### config.mk
export PLATFORM = sky130hd
export DESIGN_NAME = keypad_scanner
export DESIGN_NICKNAME = d
export VERILOG_FILES = /design/src/rtl/keypad_scanner.sv
export SDC_FILE = /design/constraint.sdc
export NUM_CORES = 1
export LEC_CHECK = 0
export ABC_AREA = 1
export CAP_MARGIN = 20
export CORE_MARGIN = 2
export CORE_UTILIZATION = 55
export DETAILED_ROUTE_END_ITERATION = 8
export PLACE_DENSITY = 0.74
export SLEW_MARGIN = 5
export SYNTH_ARGS = -nofsm -noshare
export SYNTH_HDL_FRONTEND = slang
export SYNTH_SLANG_ARGS = --single-unit
### constraint.sdc
create_clock -name Clk -period 3.5 [get_ports Clk]
set_input_delay 0.7 -clock Clk [delete_from_list [all_inputs] [get_ports Clk]]
set_output_delay 0.7 -clock Clk [all_outputs]
set_load 0.03 [all_outputs]
### src/rtl/keypad_scanner.sv
// 4x8 key matrix scanner: one row strobe at a time, a two-flop column synchroniser,
// and an independent debounce counter for each of the 32 keys.

module keypad_key #(
    parameter int DEBOUNCE_SCANS = 4
) (
    input  logic Clk,
    input  logic nReset,
    input  logic en,
    input  logic sample,
    output logic deb,
    output logic flip
);
    localparam int CW = $clog2(DEBOUNCE_SCANS + 1);
    localparam logic [CW:0] LAST = DEBOUNCE_SCANS[CW:0];

    logic [CW-1:0] cnt;
    logic [CW:0]   cnt_inc;

    assign cnt_inc = {1'b0, cnt} + 1'b1;
    assign flip    = en && (sample != deb) && (cnt_inc == LAST);

    // Any sample that agrees with the committed level restarts the run.
    always_ff @(posedge Clk or negedge nReset) begin
        if (!nReset) begin
            deb <= 1'b0;
            cnt <= '0;
        end else if (en) begin
            if (sample == deb) begin
                cnt <= '0;
            end else if (flip) begin
                deb <= sample;
                cnt <= '0;
            end else begin
                cnt <= cnt_inc[CW-1:0];
            end
        end
    end
endmodule

module keypad_scanner #(
    parameter int SETTLE_CYCLES  = 8000,
    parameter int DEBOUNCE_SCANS = 4
) (
    input  logic       Clk,
    input  logic       nReset,
    output logic [3:0] row_drive,
    input  logic [7:0] col_sense,
    output logic [7:0] key_row1,
    output logic [7:0] key_row2,
    output logic [7:0] key_row3,
    output logic [7:0] key_row4,
    output logic       key_change
);
    localparam int SW = $clog2(SETTLE_CYCLES);
    localparam logic [SW-1:0] SLOT_LAST = SW'(SETTLE_CYCLES - 1);

    logic [SW-1:0]   slot_cnt;
    logic [7:0]      sync1, sync2;
    logic            tc;
    logic [3:0][7:0] deb;
    logic [3:0][7:0] flip;

    assign tc = (slot_cnt == SLOT_LAST);

    // Only the row currently strobed low is sampled, so one row word moves per edge.
    for (genvar r = 0; r < 4; r++) begin : g_row
        for (genvar c = 0; c < 8; c++) begin : g_col
            keypad_key #(.DEBOUNCE_SCANS(DEBOUNCE_SCANS)) u_key (
                .Clk    (Clk),
                .nReset (nReset),
                .en     (tc & ~row_drive[r]),
                .sample (~sync2[c]),
                .deb    (deb[r][c]),
                .flip   (flip[r][c])
            );
        end
    end

    always_ff @(posedge Clk or negedge nReset) begin
        if (!nReset) begin
            sync1      <= 8'hFF;
            sync2      <= 8'hFF;
            slot_cnt   <= '0;
            row_drive  <= 4'b1110;
            key_change <= 1'b0;
        end else begin
            sync1      <= col_sense;
            sync2      <= sync1;
            key_change <= |flip;
            if (tc) begin
                slot_cnt  <= '0;
                row_drive <= {row_drive[2:0], row_drive[3]};
            end else begin
                slot_cnt  <= slot_cnt + 1'b1;
            end
        end
    end

    assign key_row1 = deb[0];
    assign key_row2 = deb[1];
    assign key_row3 = deb[2];
    assign key_row4 = deb[3];
endmodule

==> metrics.yaml <==
worst_setup_path:
  r2r_setup_slack_ps: 1190
  critPathCaptureType: "output pin"
  critical_path.max_fanout: 4
  cp-start-kind: "flip-flop"
  worst_ep_required_time_ps: 2800
  r2r-start: "slot_cnt[6]"
  cp_num_buf_inv: 1
  crit_slowest_cell: "clkdlybuf4s50_1"
  r2r_cells: 11
  cp_slowest_stage_delay_ps: 690
  crit_end: "row_drive[1]"
  path_delay_family: "buffers and inverters"
  cp-startpoint: "row_drive[1]"
  r2r-end: "key_change"
  crit_chain: "clkdlybuf4s50_1"
  critPathKind: "reg -> out"
  worst_ep_arrival_time_ps: 1740
  cp.depth: 1
layout:
  nets: 1002
  area_delta_synth_final_pct: 10.5
  fill_cells: 1232
  final_util_pct: 62.5
  final_layout_size_suffix_gt1_share_pct: 7.64
  diodes: 0
sta:
  min_period_over_period_pct: 69.7
  setup_tns_ps: 0
  max-slew-margin-rel_pct: 43.6
  layout_min_cycle_time_ps: 2440
  rsz0062_at_grt: "false"
  holdWs_ps: 356
  finalSetupViolCount: 0
  hold_viol: 0
  skew_ps: 9.35
  tightest_slew_ps: 846
  final_max_slew_viol_count: 0
  max_freq_ghz: 0.410
clock_tree:
  cts_tree: "built"
  clockRootBuffer: "clkbuf_16"
  hold_buffers: 0
  cts_setup_buffers: 0
  cts_buffers: 17
  clock_sinks: 162
  clock_latency_ps: 440
  cts_resized: 0
  cts_htree_levels: 4
  clock_path_buffers: 2
  clkTransAtPathRegs_ps: 60
yosys:
  synth_top_area_share_pct: 43.2
  post_synth_num_cell_types: 38
  synthArstFlopShare_pct: 100
  yosysWarnings: 0
  synth_top_flop_cell: "dfrtp_1"
  yosys-top-cells-area: "dfrtp_1, nand2_1, inv_1, dfstp_2, o21ai_0"
  syn-mean-instance-area_um2: 8.74
  synth_area_mm2: 0.00828
  ys_top_cells_by_count: "nand2_1, inv_1, dfrtp_1, o21ai_0, nor2_1"
  seq_area_frac_synth_pct: 49.3
  syn-num-nets: 993
  syn-instance-count: 947
  synth_area_leader_cell: "dfrtp_1"
  synth-edff-count: 0
  synth-seq-cells: 162
  yosysMostFrequentCell: "nand2_1"
placed_design:
  io_buffers: 46
  gp_congestion: 0.820
  hpwl_um: 11400
run:
  max_cap_viol_count: 0
global_route:
  grt_max_degree: 163
  grtUsageMet1_pct: 31.0
  use_met2_pct: 35.5
  gr-usage-met3_pct: 4.89
  grt_pass1_wl_um: 27900
  grt_pass1_vias: 5650
  antenna_found_initial: 0
  grtUsageTotal_pct: 22.4
  grt-ovfl-total: 0
  grt.busiest_layer: "met2"
detailed_routing:
  drtAntennaViolNets: 0
  wl_per_cell_um: 14.5
  dr_total_vias: 6060
  dr.pass1.iters: 5
  first_iter_violations: 384
  drc: 0
  routed_wl_um: 16700
  via_per_inst: 5.26
outcome:
  status: "completed"
die:
  die_w_um: 127
  coreArea_mm2: 0.0146
  num_io_pins: 47
  rows: 44
  start_util_pct: 56.5
  die_area_mm2: 0.0161
  fp.dieH_um: 127
hold_path:
  worstHoldPathType: "reg -> reg"
power:
  ir_drop_v: 0.000375
  p_per_area_mw_per_mm2: 426
  power.leakage_nw: 4.91
[sequential cells by signal (all words and copies together), names as in the netlist]
register               count
sync2                      8
g_row.g_col.u_key.deb     32
slot_cnt                  13
g_row.g_col.u_key.cnt     96
key_change                 1
sync1                      8
row_drive                  4
[per-layer routing]
metal / part of all wire, % / wire, µm / vias to the layer above
li1: - / - / 3031
met1: 47 / 7860 / 2879
met2: 47 / 7830 / 126
met3: 4.6 / 774 / 24
met4: 1.5 / 249 / 0
met5: 0 / 0 / -
[final cells by class]
class	count	area, µm²	area share, %
clock buffer	19	443	4.84
clock inverter	13	151	1.65
inverter	148	556	6.07
multi-input combinational	579	3210	35.0
sequential	162	4080	44.6
tap	184	230	2.52
timing repair buffer	48	489	5.35
[how the worst min path moves through the flow]
stage          startpoint        to  slack, ps  depth (start not counted)
2_1_floorplan    sync1[0]  sync2[0]        350                          0
3_3_place_gp     sync1[2]  sync2[2]        350                          0
3_5_place_dp     sync1[6]  sync2[6]        350                          0
4_1_cts          sync1[6]  sync2[6]        360                          0
5_1_grt          sync1[5]  sync2[5]        360                          0
6_report         sync1[6]  sync2[6]        360                          0
[through the flow]
| stage | cells | setup WS (ps) | total power, mW | instance area (µm²) |
|---|---|---|---|---|
| global placement | 1121 | 1290 | 2.04 | 8560 |
| global route | 1153 | 1020 | 4.02 | 9150 |
| CTS | 1153 | 1030 | 3.93 | 9150 |
| detailed placement | 1121 | 1240 | 2.04 | 8560 |
| floorplan | 947 | 1900 | 1.98 | 8280 |
| finish | 1153 | 1060 | 3.90 | 9150 |
[where the power goes]
part / total [mW] / internal, mW / switching (mW)
Sequential: 1.91 / 1.89 / 0.0208
Combinational: 0.0965 / 0.0278 / 0.0686
Clock: 1.89 / 1.08 / 0.805
[logic make-up (layout without fill, tap and decap cells)]
group	after synthesis	in the layout	synth area share, %
adder cells (fa/ha/maj)	36	36	5.44
flip-flops	162	162	49.3
AND/OR/NAND/NOR	372	372	20.3
buffers and inverters	206	228	12.0
AO/OA/AOI/OAI	129	129	8.15
multiplexers	24	24	2.90
XOR/XNOR	18	18	1.90
[placed cells by master (no fill, tap or decap), types with 3 or more instances in the layout]
cell             netlist  final
clkbuf_16              0     17
mux2i_1               24     24
nand3b_1               3      3
xnor2_1               10     10
dfstp_2               19     19
nand2_1              203    203
dfrtp_1              143    143
o21ai_1               10     10
nor2_4                 5      5
a21oi_1               12     12
nor2_1                61     61
xor2_1                 8      8
o31ai_1                9      9
inv_2                  3      3
nor3_1                24     24
clkinvlp_4             0      3
nand3_1               36     36
ha_1                  36     36
inv_1                144    144
nand4_1               25     25
inv_6                  0      5
o21ai_0               96     96
clkdlybuf4s50_1        0     45
Power figures use the tool's default switching activity.
